**src/rtl/baccarat_round_ctrl.sv**
```systemverilog
`default_nettype none
// ============================================================================
// Module      : baccarat_round_ctrl
// Description : Round sequencer for a baccarat table. It strobes card loads
//               into an external datapath, applies the third-card drawing
//               rules, latches the round result into two lights, and keeps
//               saturating win/tie tallies.
// Ports       : slow_clock            - sole clock (rising edge)
//               reset                 - asynchronous active-high reset
//               start                 - new-round request, honoured in IDLE
//               pscore, dscore        - current player/dealer scores (mod 10)
//               pcard3                - player third-card value
//               load_pcard1..3,
//               load_dcard1..3        - one-cycle card-load strobes
//               player_win_light,
//               dealer_win_light      - result lights (both high = tie)
//               busy                  - high whenever not IDLE
//               done                  - pulse on the last HOLD cycle
//               player_wins,
//               dealer_wins, ties     - saturating round tallies
// Revision    : 1.0 - initial release
// ============================================================================
module baccarat_round_ctrl #(
    parameter int CNT_W       = 8,
    parameter int HOLD_CYCLES = 4,
    parameter int AUTO_REPLAY = 0
) (
    input  logic             slow_clock,
    input  logic             reset,
    input  logic             start,
    input  logic [3:0]       pscore,
    input  logic [3:0]       dscore,
    input  logic [3:0]       pcard3,
    output logic             load_pcard1,
    output logic             load_pcard2,
    output logic             load_pcard3,
    output logic             load_dcard1,
    output logic             load_dcard2,
    output logic             load_dcard3,
    output logic             player_win_light,
    output logic             dealer_win_light,
    output logic             busy,
    output logic             done,
    output logic [CNT_W-1:0] player_wins,
    output logic [CNT_W-1:0] dealer_wins,
    output logic [CNT_W-1:0] ties
);

    typedef enum logic [3:0] {
        S_IDLE   = 4'd0,
        S_PC1    = 4'd1,
        S_DC1    = 4'd2,
        S_PC2    = 4'd3,
        S_DC2    = 4'd4,
        S_NAT    = 4'd5,
        S_PC3    = 4'd6,
        S_BCHK   = 4'd7,
        S_DC3    = 4'd8,
        S_RESULT = 4'd9,
        S_HOLD   = 4'd10
    } state_t;

    localparam logic [7:0]       HOLD_LAST = 8'(HOLD_CYCLES - 1);
    localparam logic [CNT_W-1:0] CNT_ONE   = {{(CNT_W-1){1'b0}}, 1'b1};

    state_t     state;
    state_t     next_state;
    logic [7:0] hold_cnt;
    logic       hold_last;
    logic       banker_draws;

    assign hold_last = (hold_cnt == HOLD_LAST);

    // Banker third-card table, evaluated with the two-card dealer score.
    always_comb begin
        banker_draws = 1'b0;
        case (dscore)
            4'd0, 4'd1, 4'd2: banker_draws = 1'b1;
            4'd3:             banker_draws = (pcard3 != 4'd8);
            4'd4:             banker_draws = (pcard3 >= 4'd2) && (pcard3 <= 4'd7);
            4'd5:             banker_draws = (pcard3 >= 4'd4) && (pcard3 <= 4'd7);
            4'd6:             banker_draws = (pcard3 == 4'd6) || (pcard3 == 4'd7);
            default:          banker_draws = 1'b0;
        endcase
    end

    always_comb begin
        next_state = state;
        case (state)
            S_IDLE:   if (start) next_state = S_PC1;
            S_PC1:    next_state = S_DC1;
            S_DC1:    next_state = S_PC2;
            S_PC2:    next_state = S_DC2;
            S_DC2:    next_state = S_NAT;
            S_NAT: begin
                // Illegal scores and naturals both settle immediately.
                if ((pscore > 4'd9) || (dscore > 4'd9))
                    next_state = S_RESULT;
                else if ((pscore >= 4'd8) || (dscore >= 4'd8))
                    next_state = S_RESULT;
                else if (pscore <= 4'd5)
                    next_state = S_PC3;
                else if (dscore <= 4'd5)
                    next_state = S_DC3;
                else
                    next_state = S_RESULT;
            end
            S_PC3:    next_state = S_BCHK;
            S_BCHK:   next_state = banker_draws ? S_DC3 : S_RESULT;
            S_DC3:    next_state = S_RESULT;
            S_RESULT: next_state = S_HOLD;
            S_HOLD: begin
                if (hold_last)
                    next_state = (AUTO_REPLAY != 0) ? S_PC1 : S_IDLE;
            end
            default:  next_state = S_IDLE;
        endcase
    end

    // Moore decodes straight from the state register, so an asynchronous
    // reset clears them without waiting for a clock edge.
    assign load_pcard1 = (state == S_PC1);
    assign load_pcard2 = (state == S_PC2);
    assign load_pcard3 = (state == S_PC3);
    assign load_dcard1 = (state == S_DC1);
    assign load_dcard2 = (state == S_DC2);
    assign load_dcard3 = (state == S_DC3);
    assign busy        = (state != S_IDLE);
    assign done        = (state == S_HOLD) && hold_last;

    always_ff @(posedge slow_clock or posedge reset) begin
        if (reset) begin
            state            <= S_IDLE;
            hold_cnt         <= 8'd0;
            player_win_light <= 1'b0;
            dealer_win_light <= 1'b0;
            player_wins      <= '0;
            dealer_wins      <= '0;
            ties             <= '0;
        end else begin
            state <= next_state;

            // Counter stays zero outside HOLD, so it is clear on HOLD entry.
            if (state == S_HOLD)
                hold_cnt <= hold_cnt + 8'd1;
            else
                hold_cnt <= 8'd0;

            if (state == S_RESULT) begin
                player_win_light <= (pscore >= dscore);
                dealer_win_light <= (pscore <= dscore);
                if (pscore > dscore) begin
                    if (~&player_wins) player_wins <= player_wins + CNT_ONE;
                end else if (pscore < dscore) begin
                    if (~&dealer_wins) dealer_wins <= dealer_wins + CNT_ONE;
                end else begin
                    if (~&ties) ties <= ties + CNT_ONE;
                end
            end else if ((next_state == S_PC1) && (state != S_PC1)) begin
                player_win_light <= 1'b0;
                dealer_win_light <= 1'b0;
            end
        end
    end

endmodule
`default_nettype wire
```
**config.mk**
```make
export PLATFORM = sky130hd
export DESIGN_NAME = baccarat_round_ctrl
export DESIGN_NICKNAME = d
export VERILOG_FILES = /design/src/rtl/baccarat_round_ctrl.sv
export SDC_FILE = /design/constraint.sdc
export NUM_CORES = 1
export LEC_CHECK = 0
export ABC_AREA = 1
export ABC_CLOCK_PERIOD_IN_PS = 2100
export CORE_UTILIZATION = 53
export DETAILED_ROUTE_END_ITERATION = 10
export DONT_BUFFER_PORTS = 1
export PLACE_DENSITY = 0.73
export SYNTH_ARGS = -nofsm -noshare
export SYNTH_HDL_FRONTEND = slang
export SYNTH_SLANG_ARGS = --single-unit
```
**constraint.sdc**
```tcl
create_clock -name slow_clock -period 2.1 [get_ports slow_clock]
set_clock_uncertainty 0.05 [all_clocks]
set_input_delay 0.21 -clock slow_clock [delete_from_list [all_inputs] [get_ports slow_clock]]
set_output_delay 0.21 -clock slow_clock [all_outputs]
set_load 0.05 [all_outputs]
```
==> flow_metrics.env <==
export IMPL_status="finished, final reports clean"
export IMPL_postCtsSetupBuffers=0
export IMPL_nets=394
export IMPL_vias_per_cell=5.19
export IMPL_yosysTopAreaCellShare_pct=40.0
export IMPL_postCtsHoldBufs=1
export IMPL_syn_nets=355
export IMPL_clock_latency_ns=0.29
export IMPL_power_mw=2.68
export IMPL_dieArea_um2=4750
export IMPL_worst_path_max_fanout=5
export IMPL_grt_first_pass_wirelength_um=8120
export IMPL_seq_area_frac_synth_pct=40.0
export IMPL_netlist_top_cells_count="nand2_1, inv_1, dfrtp_1"
export IMPL_gp_congestion=0.872
export IMPL_synth_cell_area_um2=2380
export IMPL_numCtsBuffers=5
export IMPL_report_final_slew_viol_count=0
export IMPL_grt_pass1_vias=1969
export IMPL_tightest_slew_ns=0.557
export IMPL_route_detailed_drc=0
export IMPL_wl_per_cell_um=11.7
export IMPL_post_route_period_util_pct=83.8
export IMPL_antenna_found_initial=0
export IMPL_synthArstFlopShare_pct=100
export IMPL_synth_cells=332
export IMPL_synth_edf_count=0
export IMPL_power_density_nw_per_um2=948
export IMPL_ys_top_cells_by_area="dfrtp_1, nand2_1, inv_1"
export IMPL_diodes=0
export IMPL_ys_ff_latch=38
export IMPL_crit_path_end_kind="primary output"
export IMPL_ant_nets=0
export IMPL_hp_class="input pin to flop"
export IMPL_drt_initial_drc_count=124
export IMPL_root_buffer="clkbuf_8"
export IMPL_layout_drive_gt1_share_pct=13.7
export IMPL_cts_num_sinks=38
export IMPL_placed_cell_area_um2=2670
export IMPL_rows=23
export IMPL_layout_min_cycle_time_ns=1.76
export IMPL_required_ns=1.84
export IMPL_syn2layout_area_growth_pct=18.9
export IMPL_leakagePower_nw=1.58
export IMPL_hold_ws_ns=0.0909
export IMPL_hold_viol_final=0
export IMPL_io_pin_count=49
export IMPL_worstPathArrival_ns=1.50
export IMPL_synth_main_ff_cell="dfrtp_1"
export IMPL_synth_area_leader_cell="dfrtp_1"
export IMPL_synth_most_common_cell="nand2_1"
export IMPL_fin_setup_tns_ns=0
export IMPL_num_vias=2191
export IMPL_io_buffer_count=0
export IMPL_die_width_um=69.0
export IMPL_fmaxAchievable_mhz=568
export IMPL_drv_cap=0
export IMPL_ys_warnings_count=0
export IMPL_stdcell_area_um2=2830
export IMPL_peakVddDrop_mv=0.562
export IMPL_rsz0062_at_grt="false"
export IMPL_crit_type="flop to primary output"
export IMPL_cts_resized=0
export IMPL_coreArea_um2=4140
export IMPL_overflow=0
export IMPL_startpoint_type="flop"
export IMPL_max_slew_margin_pct=62.8
export IMPL_clk_path_buf_depth=2
export IMPL_htreeDepth=2
export IMPL_wl_um=4940
export IMPL_avgSynthCellArea_um2=7.16
export IMPL_cts_tree="built"
export IMPL_clk_pin_slew_worst_paths_ns=0.07
export IMPL_grt_total_usage_pct=23.1
export IMPL_synth_cell_types=22
export IMPL_die_h_um=69.0
export IMPL_grt_max_degree=39
export IMPL_finalSetupViolations=0
export IMPL_start_util_pct=57.3
export IMPL_hpwl_um=3650
export IMPL_drtPass1Iterations=4
[where the power goes]
part / switching, mW / internal, mW
logic: 0.711 / 0.263
registers: 0.119 / 0.818
clock network: 0.260 / 0.507
total: 1.09 / 1.59
[critical path, stage by stage (launching register included)]
cell and delay [ns]:
dfrtp_1 0.46, inv_1 0.10, nand2_1 0.09, nor2_1 0.15
inv_1 0.09, nor2_1 0.12, buf_4 0.21
[sequential cells by signal, summed over array words and instances, names as in the netlist]
name and count:
hold_cnt 8, dealer_wins 8, dealer_win_light 1, state 4, player_wins 8, player_win_light 1, ties 8
[kinds of logic after synthesis]
logic type	after synthesis	share of synthesized area, %
XOR/XNOR	13	4.79
AND/OR/NAND/NOR	193	36.1
buffers and inverters	55	9.11
adder cells (fa/ha/maj)	8	4.21
AO/OA/AOI/OAI	25	5.74
flip-flops	38	40.0
[metrics by stage]
step / utilization, % / cells / setup WS (ns)
5_1_grt: 68.2 / 422 / 0.192
2_1_floorplan: - / 332 / 0.174
3_5_place_dp: 64.5 / 413 / 0.477
4_1_cts: 68.2 / 422 / 0.314
3_3_place_gp: 64.5 / 413 / 0.521
6_report: 68.2 / 422 / 0.340
[layout by cell type (no fill, tap or decap)]
master         synthesis  routed
nand3b_1               1       1
nor2_1                36      36
nand3_1               22      22
clkbuf_8               0       6
o21ai_0               15      15
buf_4                  0      32
nor2_2                 1       1
nand4_4                1       1
xnor2_1                4       4
nor3_1                 6       5
ha_1                   8       8
nand2_1              111     111
nor2_8                 1       1
inv_1                 51      51
a21oi_1                9       9
a21oi_4                1       1
nand4_1               11      11
bufinv_16              0       2
nor3_2                 0       1
nand2_8                1       1
inv_2                  2       2
xor2_1                 9       9
nand2_4                2       2
inv_4                  1       1
dlygate4sd3_1          0       1
dfrtp_1               38      38
[per-layer routing]
metal,share of wire [%],wire length [um],global-route usage (%)
met1,44,2180,26.7
met2,49,2430,41.0
met3,4.4,218,6.41
met4,2.2,108,7.40
met5,0,0,0
[final timing paths]
kind                       slack [ns]        start  depth (start not counted)             end
min                              0.09    dscore[3]                          4        state[0]
max reg2reg                      0.52     state[1]                          8  player_wins[0]
max                              0.34     state[0]                          6            done
min in group asynchronous        0.43        reset                          3  dealer_wins[6]
min reg2reg                      0.41  hold_cnt[0]                          1     hold_cnt[0]
max in group asynchronous        1.23        reset                          3     hold_cnt[2]
[cell type report]
| cell class | count | area (um^2) |
|---|---|---|
| fill | 357 | 1320 |
| tap | 50 | 62.6 |
| sequential | 38 | 951 |
| multi-input combinational | 239 | 1210 |
| timing repair buffer | 33 | 250 |
| inverter | 54 | 205 |
| clock inverter | 2 | 60.1 |
| clock buffer | 6 | 82.6 |
Power figures use the tool's default switching activity.
